==> config.mk <==
export PLATFORM = sky130hd
export DESIGN_NAME = fp_attendance_ctrl
export DESIGN_NICKNAME = d
export VERILOG_FILES = /design/src/rtl/fp_attendance_ctrl.sv
export SDC_FILE = /design/constraint.sdc
export NUM_CORES = 1
export LEC_CHECK = 0
export BUFFER_PORTS_ARGS = -buffer_cell sky130_fd_sc_hd__buf_4
export CORE_MARGIN = 4
export CORE_UTILIZATION = 40
export DETAILED_ROUTE_END_ITERATION = 7
export PLACE_DENSITY = 0.62
export SLEW_MARGIN = 20
export SYNTH_ARGS = -nofsm -noshare
export SYNTH_HDL_FRONTEND = slang
export SYNTH_SLANG_ARGS = --single-unit
export TNS_END_PERCENT = 10
==> constraint.sdc <==
create_clock -name i_Clock -period 2.1 [get_ports i_Clock]
set_input_delay 0.105 -clock i_Clock [delete_from_list [all_inputs] [get_ports i_Clock]]
set_output_delay 0.105 -clock i_Clock [all_outputs]
set_load 0.03 [all_outputs]
==> src/rtl/fp_attendance_ctrl.sv <==
// fp_attendance_ctrl: parses A5/CMD/ID/CHK UART frames, runs enrol/verify/clear on an ID table with attendance flags, reports one result per frame
module fp_attendance_ctrl #(
  parameter int DEPTH = 8,
  parameter logic [7:0] SOF = 8'hA5,
  parameter int TIMEOUT_CLKS = 104140,
  localparam int IW = $clog2(DEPTH)
) (
  input  logic          i_Clock,
  input  logic          i_Rst_n,
  input  logic          i_Rx_DV,
  input  logic [7:0]    i_Rx_Byte,
  output logic          o_Busy,
  output logic          o_Result_DV,
  output logic [2:0]    o_Result,
  output logic [7:0]    o_Result_Id,
  output logic [IW-1:0] o_Result_Slot,
  output logic [IW:0]   o_Enrolled,
  output logic [IW:0]   o_Attend_Count
);
  localparam int TW = $clog2(TIMEOUT_CLKS + 1);
  localparam logic [IW-1:0] LAST = IW'(DEPTH - 1);
  localparam logic [TW-1:0] TLIM = TW'(TIMEOUT_CLKS - 1);
  localparam logic [2:0] R_ENR = 3'd0, R_MATCH = 3'd1, R_NOMATCH = 3'd2, R_FULL = 3'd3,
                         R_DUP = 3'd4, R_BAD = 3'd5, R_CLR = 3'd6, R_TOUT = 3'd7;
  typedef enum logic [2:0] {IDLE, GET_CMD, GET_ID, GET_CHK, SEARCH, DECIDE, CLEAR, REPORT} state_t;
  state_t state, state_nxt;
  logic [7:0] cmd, id;
  logic [7:0] ids [DEPTH];
  logic [DEPTH-1:0] valid, present;
  logic [TW-1:0] timer;
  logic [IW-1:0] idx, match_slot, free_slot;
  logic match_hit, free_hit;
  logic [2:0] rpt_code;
  logic in_get, timed_out, frame_ok;
  assign in_get = state == GET_CMD || state == GET_ID || state == GET_CHK;
  assign timed_out = in_get && !i_Rx_DV && timer == TLIM;
  assign frame_ok = i_Rx_Byte == (cmd ^ id) &&
                    (cmd == 8'h03 || ((cmd == 8'h01 || cmd == 8'h02) && id != 8'h00));
  assign o_Busy = !(state == IDLE || in_get);
  always_comb begin
    state_nxt = state;
    case (state)
      IDLE:    state_nxt = i_Rx_DV && i_Rx_Byte == SOF ? GET_CMD : IDLE;
      GET_CMD: state_nxt = i_Rx_DV ? GET_ID : timed_out ? REPORT : GET_CMD;
      GET_ID:  state_nxt = i_Rx_DV ? GET_CHK : timed_out ? REPORT : GET_ID;
      GET_CHK: state_nxt = !i_Rx_DV ? (timed_out ? REPORT : GET_CHK) :
                           !frame_ok ? REPORT : cmd == 8'h03 ? CLEAR : SEARCH;
      SEARCH:  state_nxt = idx == LAST ? DECIDE : SEARCH;
      default: state_nxt = IDLE;
    endcase
  end
  always_ff @(posedge i_Clock or negedge i_Rst_n)
    if (!i_Rst_n) state <= IDLE;
    else state <= state_nxt;
  always_ff @(posedge i_Clock or negedge i_Rst_n)
    if (!i_Rst_n) begin
      cmd <= '0;
      id <= '0;
      timer <= '0;
      idx <= '0;
      match_hit <= 1'b0;
      free_hit <= 1'b0;
      match_slot <= '0;
      free_slot <= '0;
      rpt_code <= '0;
      valid <= '0;
      present <= '0;
      for (int i = 0; i < DEPTH; i++) ids[i] <= '0;
      o_Result_DV <= 1'b0;
      o_Result <= '0;
      o_Result_Id <= '0;
      o_Result_Slot <= '0;
      o_Enrolled <= '0;
      o_Attend_Count <= '0;
    end else begin
      o_Result_DV <= 1'b0;
      timer <= in_get && !i_Rx_DV ? timer + 1'b1 : '0;
      if (timed_out) begin
        rpt_code <= R_TOUT;
        id <= '0;
      end
      case (state)
        GET_CMD: if (i_Rx_DV) cmd <= i_Rx_Byte;
        GET_ID:  if (i_Rx_DV) id <= i_Rx_Byte;
        GET_CHK: if (i_Rx_DV) begin
          rpt_code <= R_BAD;
          idx <= '0;
          match_hit <= 1'b0;
          free_hit <= 1'b0;
          match_slot <= '0;
          free_slot <= '0;
        end
        SEARCH: begin
          if (valid[idx] && ids[idx] == id && !match_hit) begin
            match_hit <= 1'b1;
            match_slot <= idx;
          end
          if (!valid[idx] && !free_hit) begin
            free_hit <= 1'b1;
            free_slot <= idx;
          end
          idx <= idx + 1'b1;
        end
        DECIDE: begin
          o_Result_DV <= 1'b1;
          o_Result_Id <= id;
          o_Result_Slot <= match_hit ? match_slot : cmd == 8'h01 && free_hit ? free_slot : '0;
          if (cmd == 8'h01) begin
            o_Result <= match_hit ? R_DUP : free_hit ? R_ENR : R_FULL;
            if (!match_hit && free_hit) begin
              ids[free_slot] <= id;
              valid[free_slot] <= 1'b1;
              present[free_slot] <= 1'b0;
              o_Enrolled <= o_Enrolled + 1'b1;
            end
          end else begin
            o_Result <= match_hit ? R_MATCH : R_NOMATCH;
            if (match_hit && !present[match_slot]) begin
              present[match_slot] <= 1'b1;
              o_Attend_Count <= o_Attend_Count + 1'b1;
            end
          end
        end
        CLEAR: begin
          valid <= '0;
          present <= '0;
          o_Enrolled <= '0;
          o_Attend_Count <= '0;
          o_Result_DV <= 1'b1;
          o_Result <= R_CLR;
          o_Result_Id <= id;
          o_Result_Slot <= '0;
        end
        REPORT: begin
          o_Result_DV <= 1'b1;
          o_Result <= rpt_code;
          o_Result_Id <= id;
          o_Result_Slot <= '0;
        end
        default: ;
      endcase
    end
endmodule

==> impl_metrics.csv <==
group,metric,value,unit
run_status,run_status,"finished with violations",
run_status,failed_checks,"negative setup slack",
clock_tree,clkSlewWorstSetupHoldPaths,0.06,ns
logic_synthesis,synth_enable_flop_cells,0,
worst_hold_path,timing.hold.worst.class,"in2reg",
timing,slew_headroom,62.00,%
clock_tree,ctsLongestPathBuffers,2,
die,full_die_area,0.02109,mm^2
timing,worst_slew_pin_slew,0.5700,ns
placement,gp_congestion,0.8864,
critical_path,crit_path_top_delay_cell,"sky130_fd_sc_hd__mux4_2",
timing,achievable-frequency,428.1,MHz
critical_path,critical-path-max-stage-delay,0.52,ns
clock_tree,cts_tree,"built",
die,floorplan.initialDensity,41.36,%
route,postRouteAntennaNets,0,
cells_and_area,finish.net_count,770,
critical_path,ff2ff_setup_slack,-0.24,ns
logic_synthesis,netlist.top_cell.by_area,"sky130_fd_sc_hd__dfrtp_1",
die,chipHeight,145.2,um
grt,first_global_vias,5882,
route,drcViolationCount,0,
critical_path,path_buf_inv,2,
cells_and_area,final_layout_size_suffix_gt1_share,33.38,%
timing,final_min_period_over_clock_period,111.2,%
route,vias,5497,
pwr,vdd_drop_max,807.4,uV
grt,track_usage,17.89,%
clock_tree,cts.sinks,153,
critical_path,critical_path_depth,8,
critical_path,r2r-start,"idx[1]",
cells_and_area,multi_input_area,0.003527,mm^2
cells_and_area,layout-area-overhead-vs-synth,24.04,%
logic_synthesis,ys.flop_type,"sky130_fd_sc_hd__dfrtp_1",
critical_path,worstSetupEndpointType,"flip-flop",
logic_synthesis,yosysMostFrequentCell,"sky130_fd_sc_hd__dfrtp_1",
timing,fin_ws,-0.2359,ns
critical_path,reg2regPathDepth,8,
job,drv.max_cap_violation_count,0,
timing,worst_clock_skew,0.006739,ns
placement,place_ws,-0.2076,ns
logic_synthesis,synth.yosys.seq_area_share,50.84,%
die,area_of_the_placeable_core,0.01821,mm^2
logic_synthesis,synthArstFlopShare,100.0,%
critical_path,worst-path-max-fanout,5,
timing,worst_slack_on_hold_paths,0.1031,ns
grt,largest_net_degree_at_the_start_of_global_routing,59,
placement,portBuffers,34,
worst_hold_path,hold_path_depth,4,
critical_path,r2r_end,"match_slot[1]",
clock_tree,cts_root_cell,"sky130_fd_sc_hd__clkbuf_16",
timing,post-route-min-period,2.336,ns
route,detailedRoute.firstPassIterationCount,5,
route,post_drt_via_cell_ratio,5.519,
clock_tree,htree_levels,4,
logic_synthesis,synthCells,656,
clock_tree,number_of_buffers_created_by_cts,17,
cells_and_area,final_util,51.30,%
die,ios,35,
cells_and_area,fillCellCount,1547,
critical_path,cp.required,2.44,ns
die,core.rowCount,49,
worst_hold_path,holdCritStartpoint,"i_Rx_DV",
logic_synthesis,yosysWarningCount,0,
logic_synthesis,yosysTopAreaCellShare,50.84,%
critical_path,path_class,"reg2reg",
logic_synthesis,netlist-cell-type-count,60,
grt,grt_antenna_before_repair,0,
placement,dpl_cell_area,0.008568,mm^2
timing,setup_viol,6,
logic_synthesis,synth_fp_nets,672,
grt,grt-ovfl-total,0,
logic_synthesis,synth.top_cells.by_count,"sky130_fd_sc_hd__dfrtp_1 (153), sky130_fd_sc_hd__mux2_2 (79), sky130_fd_sc_hd__nand2_1 (62)",
clock_tree,clk_latency,0.43,ns
pwr,power_leakage,4.229,nW
pwr,power-per-cell-area,1093,mW/mm^2
grt,wire_length_of_the_first_global_routing_pass,30510,um
route,drt_wl_total,18020,um
critical_path,cp-start-kind,"flip-flop",
route,avgRoutedWirePerCell,18.09,um
logic_synthesis,postSynthAreaPerCell,11.48,um^2
cells_and_area,num_antenna_cells,0,
critical_path,crit_path_cell_trace,"buf_12 -> mux4_2 -> mux2i_2 -> xor2_1 -> nand3_1 -> nor4_4 -> buf_4 -> mux2i_1",
cells_and_area,final-seq-area,0.003830,mm^2
logic_synthesis,netlist_top_cells_area,"sky130_fd_sc_hd__dfrtp_1 (51%), sky130_fd_sc_hd__mux2_2 (12%), sky130_fd_sc_hd__mux4_2 (4.2%)",
critical_path,critical_path.top_delay_family,"multiplexers",
timing,report.final.slew_viol_count,0,
timing,final_hold_viol_count,0,
logic_synthesis,mappedNetlistArea,0.007531,mm^2
route,drt_iter0_markers,314,
worst_hold_path,whs_endpoint,"state[0]",
placement,hpwl_after_detailed_placement,12720,um
logic_synthesis,ys_ff_latch,153,
timing,rsz_0062_raised_after_global_routing,"true",
critical_path,critPathArrivalTime,2.68,ns
cells_and_area,final_std_cell_area_no_fill,0.009341,mm^2
die,die-width,145.2,um
-- cell families after synthesis --
group	count (synthesis)	share of synthesized area (%)
buf+inv	54	3.007
mux	123	20.07
flops	153	50.84
compound gates	91	7.643
fa+ha+maj	5	0.8307
simple gates	194	13.42
xor+xnor	36	4.187
-- sequential cells by signal, indices dropped and copies added, names as in the netlist, 4 cells and up --
signal          flops
ids                64
timer              17
cmd                 8
id                  8
o_Result_Id         8
present             8
valid               8
o_Attend_Count      4
o_Enrolled          4
-- layout make-up --
class | count | area share (%)
sequential | 153 | 41.00
multi-input combinational | 449 | 37.76
timing repair buffer | 120 | 11.52
clock buffer | 20 | 4.782
tap | 229 | 3.067
clock inverter | 12 | 1.353
inverter | 13 | 0.5224
-- cell usage in the layout, fill, tap and decap left out, types with 12 or more instances in the layout --
cell,count
sky130_fd_sc_hd__mux2_2,79
sky130_fd_sc_hd__a41oi_1,12
sky130_fd_sc_hd__mux4_2,14
sky130_fd_sc_hd__nor2_1,44
sky130_fd_sc_hd__buf_4,98
sky130_fd_sc_hd__xor2_1,23
sky130_fd_sc_hd__inv_1,13
sky130_fd_sc_hd__clkbuf_16,17
sky130_fd_sc_hd__a21oi_1,21
sky130_fd_sc_hd__dfrtp_1,152
sky130_fd_sc_hd__nand3_1,19
sky130_fd_sc_hd__nor3_1,12
sky130_fd_sc_hd__xnor2_1,13
sky130_fd_sc_hd__nand2_1,62
sky130_fd_sc_hd__mux2i_1,27
sky130_fd_sc_hd__o21ai_0,21
-- per-stage QoR --
stage               cells   TNS, ns  total power (W)
detailed placement    951    -2.254         0.007166
CTS                   995   -0.8103          0.01024
global route          996    -2.169          0.01079
global placement      951    -1.406         0.007052
floorplan             656  -0.03820         0.005849
finish                996   -0.8339          0.01021
-- worst max path at each step --
stage                     startpoint             to  slack, ns
final                         idx[1]  match_slot[1]      -0.24
after global routing          idx[1]  match_slot[1]      -0.34
after CTS                     idx[1]  match_slot[1]      -0.23
after detailed placement      idx[1]  match_slot[1]      -0.21
after global placement        idx[1]  match_slot[1]      -0.15
after floorplan               idx[1]  match_slot[0]      -0.01
-- per-layer routing --
metal  part of all wire, %  GRT usage [%]  vias up
met5                     0              0        -
met3                   3.6          3.430       35
met1                    45          23.89     2801
met4                   2.3          6.743        0
li1                      -              -     2544
met2                    49          29.12      117
-- worst register-to-register path, cell delays in order (launching register included) --
cell and delay [ns]:
sky130_fd_sc_hd__dfrtp_2 0.42, sky130_fd_sc_hd__buf_12 0.13, sky130_fd_sc_hd__mux4_2 0.52, sky130_fd_sc_hd__mux2i_2 0.18, sky130_fd_sc_hd__xor2_1 0.22, sky130_fd_sc_hd__nand3_1 0.15, sky130_fd_sc_hd__nor4_4 0.24, sky130_fd_sc_hd__buf_4 0.19
sky130_fd_sc_hd__mux2i_1 0.20
-- power breakdown --
group | switching [W] | internal [W] | total [W]
logic | 0.00182 | 0.00150 | 0.00332
registers | 0.000529 | 0.00340 | 0.00393
clock network | 0.00120 | 0.00177 | 0.00297
total | 0.00354 | 0.00667 | 0.0102
-- timing repair --
action,in CTS,in global routing
pin swaps,3,3
setup buffers,2,1
gates resized for setup,7,14
endpoints found under the hold margin,69,0
hold buffers,9,0
endpoints found under the setup margin,76,98
gates cloned,1,0
Power figures use the tool's default switching activity.
